**src/rtl/serial_add_ctrl_pkg.sv**
```systemverilog
// Shared types and helpers for the bit-serial adder controller.
package serial_add_ctrl_pkg;

  typedef enum logic {
    IDLE = 1'b0,
    RUN  = 1'b1
  } state_t;

  // Counter width for WIDTH bits; never narrower than one bit.
  function automatic int clog2_min1(input int value);
    int r;
    r = 0;
    while ((1 << r) < value) r++;
    return (r < 1) ? 1 : r;
  endfunction

endpackage

```
**src/rtl/serial_add_ctrl_fa_cell.sv**
```systemverilog
// Combinational 1-bit full adder cell.
module fa_cell (
  input  logic x,
  input  logic y,
  input  logic z,
  output logic s,
  output logic c
);

  assign s = x ^ y ^ z;
  assign c = (x & y) | (z & (x ^ y));

endmodule

```
**src/rtl/serial_add_ctrl.sv**
```systemverilog
// Bit-serial adder controller: one full-adder cell walked LSB-first over WIDTH bits.
//   state | meaning
//   IDLE  | waiting for start; operands captured on the accepting edge
//   RUN   | one bit per clock; completes when the counter reaches WIDTH-1
module serial_add_ctrl
  import serial_add_ctrl_pkg::*;
#(
  parameter int WIDTH = 8
) (
  input  logic             clk,
  input  logic             rst_n,
  input  logic             start,
  input  logic [WIDTH-1:0] a,
  input  logic [WIDTH-1:0] b,
  input  logic             cin,
  output logic             busy,
  output logic             done,
  output logic [WIDTH-1:0] sum,
  output logic             cout
);

  localparam int CW = clog2_min1(WIDTH);
  localparam logic [CW-1:0] LAST = CW'(WIDTH - 1);

  state_t           state, state_nxt;
  logic [WIDTH-1:0] a_sh, b_sh, s_sh, s_nxt;
  logic             carry;
  logic [CW-1:0]    cnt;
  logic             cell_s, cell_c;
  logic             last_bit;

  fa_cell u_fa (
    .x(a_sh[0]),
    .y(b_sh[0]),
    .z(carry),
    .s(cell_s),
    .c(cell_c)
  );

  assign last_bit = (state == RUN) && (cnt == LAST);
  // New sum bit enters at the MSB so the LSB lands at bit 0 after WIDTH shifts.
  assign s_nxt    = (s_sh >> 1) | (WIDTH'(cell_s) << (WIDTH - 1));
  assign busy     = (state == RUN);

  always_ff @(posedge clk or negedge rst_n) begin
    if (!rst_n) state <= IDLE;
    else        state <= state_nxt;
  end

  always_comb begin
    state_nxt = state;
    case (state)
      IDLE:    if (start) state_nxt = RUN;
      RUN:     if (cnt == LAST) state_nxt = IDLE;
      default: state_nxt = IDLE;
    endcase
  end

  always_ff @(posedge clk or negedge rst_n) begin
    if (!rst_n) begin
      a_sh  <= '0;
      b_sh  <= '0;
      s_sh  <= '0;
      carry <= 1'b0;
      cnt   <= '0;
      done  <= 1'b0;
      sum   <= '0;
      cout  <= 1'b0;
    end else begin
      done <= last_bit;
      if (state == IDLE) begin
        if (start) begin
          a_sh  <= a;
          b_sh  <= b;
          s_sh  <= '0;
          carry <= cin;
          cnt   <= '0;
        end
      end else begin
        a_sh  <= a_sh >> 1;
        b_sh  <= b_sh >> 1;
        s_sh  <= s_nxt;
        carry <= cell_c;
        cnt   <= cnt + CW'(1);
        if (last_bit) begin
          sum  <= s_nxt;
          cout <= cell_c;
        end
      end
    end
  end

endmodule
```
**config.mk**
```make
export PLATFORM = sky130hd
export DESIGN_NAME = serial_add_ctrl
export DESIGN_NICKNAME = d
export VERILOG_FILES = /design/src/rtl/serial_add_ctrl_pkg.sv /design/src/rtl/serial_add_ctrl_fa_cell.sv /design/src/rtl/serial_add_ctrl.sv
export SDC_FILE = /design/constraint.sdc
export NUM_CORES = 1
export LEC_CHECK = 0
export CORE_ASPECT_RATIO = 1.2
export CORE_UTILIZATION = 54
export CTS_CLUSTER_DIAMETER = 120
export CTS_CLUSTER_SIZE = 25
export DETAILED_ROUTE_END_ITERATION = 16
export PLACE_DENSITY = 0.91
export SYNTH_ARGS = -nofsm -noshare
export SYNTH_HDL_FRONTEND = slang
export SYNTH_SLANG_ARGS = --single-unit
```
**constraint.sdc**
```tcl
create_clock -name clk -period 3.05 [get_ports clk]
set_input_delay 0.4575 -clock clk [delete_from_list [all_inputs] [get_ports clk]]
set_output_delay 0.4575 -clock clk [all_outputs]
set_load 0.02 [all_outputs]
```
==> impl_metrics.yaml <==
outcome:
  status: "complete, no violations"
grt:
  grt_pass1_wl_um: 4950
  track_usage_pct: 21.6
  antenna_found_initial: 0
  grt_max_degree: 47
  grt_pass1_vias: 1113
  grt-ovfl-total: 0
critical_path:
  critPathArrivalTime_ps: 1340
  crit_chain: "clkdlybuf4s50_1"
  crit_family: "buffers and inverters"
  cp.required_ps: 2590
  crit_path_end_kind: "primary output"
  cp_max_fo: 2
  start_kind: "register"
  slowest_stage: "clkdlybuf4s50_1"
  path_class: "register to primary output"
  critPathMaxStageDelay_ps: 610
  critPathBufInv: 1
timing:
  hold_violations: 0
  drv_slew: 0
  rsz0062_at_grt: "false"
  setup_tns_ps: 0
  post-route-period-util_pct: 58.9
  clock_skew_ps: 4.37
  worst_pin_slew_ps: 806
  max_clock_freq_ghz: 0.557
  setup_viol: 0
  period_needed_ps: 1800
  fin_ws_ps: 1250
  relSlewSlack_pct: 46.3
clocking:
  cts_hold_buf: 0
  numCtsBuffers: 5
  clk_pin_slew_ps: 110
  cts.sinks: 38
  clk_latency_ps: 360
  cts_tree: "built"
  clockRootBuffer: "clkbuf_4"
  cts_htree_levels: 2
  clockBufferDepth: 2
  ctsResizeCount: 0
  cts_setup_buffers: 0
placement:
  hpwlAfterDp_um: 1940
  globalplace.congestion: 0.743
  port_buffers: 30
  preCtsSetupSlack_ps: 1330
route:
  firstDrtPassIters: 4
  wirelength_um: 2820
  via_per_inst: 5.38
  vias: 1022
  wire_per_inst_um: 14.8
  drc: 0
  postRouteAntennaNets: 0
  drt_iter0_drc: 40
yosys:
  syn-cell-area_mm2: 0.00163
  yosysSeqAreaShare_pct: 58.4
  synth.distinct_cells: 18
  yosysWarnings: 0
  synth_seq_cells: 38
  syn_nets: 146
  syn_inst: 123
  avgSynthCellArea_um2: 13.2
cells_and_area:
  final_common_cell: "dfrtp_1"
  layout_common_cells: "dfrtp_1 (38), clkdlybuf4s50_1 (29), mux2i_1 (18)"
  diodes: 0
  synthToLayoutAreaGrowth_pct: 23.6
  drive_above_1_share_pct: 14.1
  layout.nets: 178
power_and_ir_drop:
  swShare_pct: 33.5
  clock_power_share_pct: 18.1
  p_switching_mw: 0.624
  internal_power_mw: 1.24
  powerDensity_mw_per_mm2: 925
  worst_ir_drop_vdd_mv: 0.624
  pwr-share-seq_pct: 44.3
  p_leak_nw: 0.973
  comb_power_share_pct: 37.6
job:
  max-cap-violations: 0
floorplanning:
  initial_utilization_pct: 57.4
  die_y_um: 62.1
  fp.coreArea_mm2: 0.00284
  rows: 21
  fp.dieW_um: 52.1
  die_area_mm2: 0.00324
  ios: 31
worst_hold_path:
  hold_class: "input port to asynchronous set/reset pin"
==> layer usage <==
| metal | vias to the layer above | GRT usage (%) | share of wire (%) | wire length, µm |
|---|---|---|---|---|
| met4 | 0 | 14.2 | 3.4 | 96 |
| met1 | 493 | 28.3 | 42 | 1200 |
| li1 | 489 | - | - | - |
| met2 | 32 | 31.4 | 50 | 1410 |
| met3 | 8 | 5.15 | 4.0 | 113 |
| met5 | - | 0 | 0 | 0 |
==> cells in the mapped netlist (all sizes together) <==
library cell | number | share of area (%)
mux2i | 18 | 11
clkbuf | 1 | 0.31
buf | 6 | 2.5
a22o | 8 | 4.3
a21oi | 1 | 0.31
mux2 | 9 | 8.3
nor2 | 3 | 1.2
o21ai | 16 | 4.9
inv | 1 | 0.23
nand2 | 17 | 4.9
dfrtp | 38 | 58
fa | 1 | 1.2
nand2b | 2 | 0.77
ha | 2 | 1.5
==> kinds of logic (layout without fill, tap and decap cells) <==
kind of cell	after synthesis	count (layout)	synth area share (%)
DFF	38	38	58.4
and+or+nand+nor	22	22	6.84
buffers and inverters	8	41	3.07
AOI/OAI and AO/OA	25	25	9.53
muxes	27	27	19.4
adders and majority gates	3	3	2.77
==> flip-flops by register name (all words and copies together), names as in the netlist <==
name,flops
s_sh,7
a_sh,8
busy,1
cnt,3
done,1
cout,1
b_sh,8
carry,1
sum,8
==> layout make-up <==
| cell class | count | area [µm²] |
|---|---|---|
| clock buffers | 5 | 37.5 |
| well taps | 34 | 42.5 |
| inverters | 1 | 3.75 |
| flip-flops and latches | 38 | 951 |
| multi-input cells | 77 | 627 |
| repair buffers | 32 | 310 |
| fillers | 212 | 826 |
| clock inverters | 3 | 40.0 |
==> worst paths after layout <==
| check | from | to | slack [ps] | cells past startpoint |
|---|---|---|---|---|
| max in group asynchronous | rst_n | b_sh[5]$_DFFE_PN0P_ | 2360 | 1 |
| worst max register to register | cnt[0]$_DFFE_PN0P_ | sum[2]$_DFFE_PN0P_ | 1590 | 4 |
| worst max-delay path | sum[7]$_DFFE_PN0P_ | sum[7] | 1250 | 1 |
| worst min-delay path | rst_n | sum[5]$_DFFE_PN0P_ | 170 | 1 |
| worst min register to register | a_sh[3]$_DFFE_PN0P_ | a_sh[2]$_DFFE_PN0P_ | 500 | 2 |
| min in group clk | a_sh[3]$_DFFE_PN0P_ | a_sh[2]$_DFFE_PN0P_ | 500 | 2 |
==> metrics by stage <==
step           hold WS (ps)  instances  total power [mW]  util, %  instance area (µm²)
4_1_cts                 190        190              1.88     70.9                 2010
3_3_place_gp            463        182              1.49     68.2                 1930
2_1_floorplan           162        123              1.31        -                 1630
3_5_place_dp            476        182              1.54     68.2                 1930
5_1_grt                 213        190              2.01     70.9                 2010
6_report                174        190              1.86     70.9                 2010
==> power groups by stage <==
stage	combinational (mW)	clock, mW	sequential (mW)
finish	0.699	0.337	0.824
floorplan	0.442	0	0.868
CTS	0.706	0.348	0.826
global placement	0.665	0	0.821
global route	0.782	0.373	0.850
detailed placement	0.704	0	0.835
(Power assumes the default switching activity.)
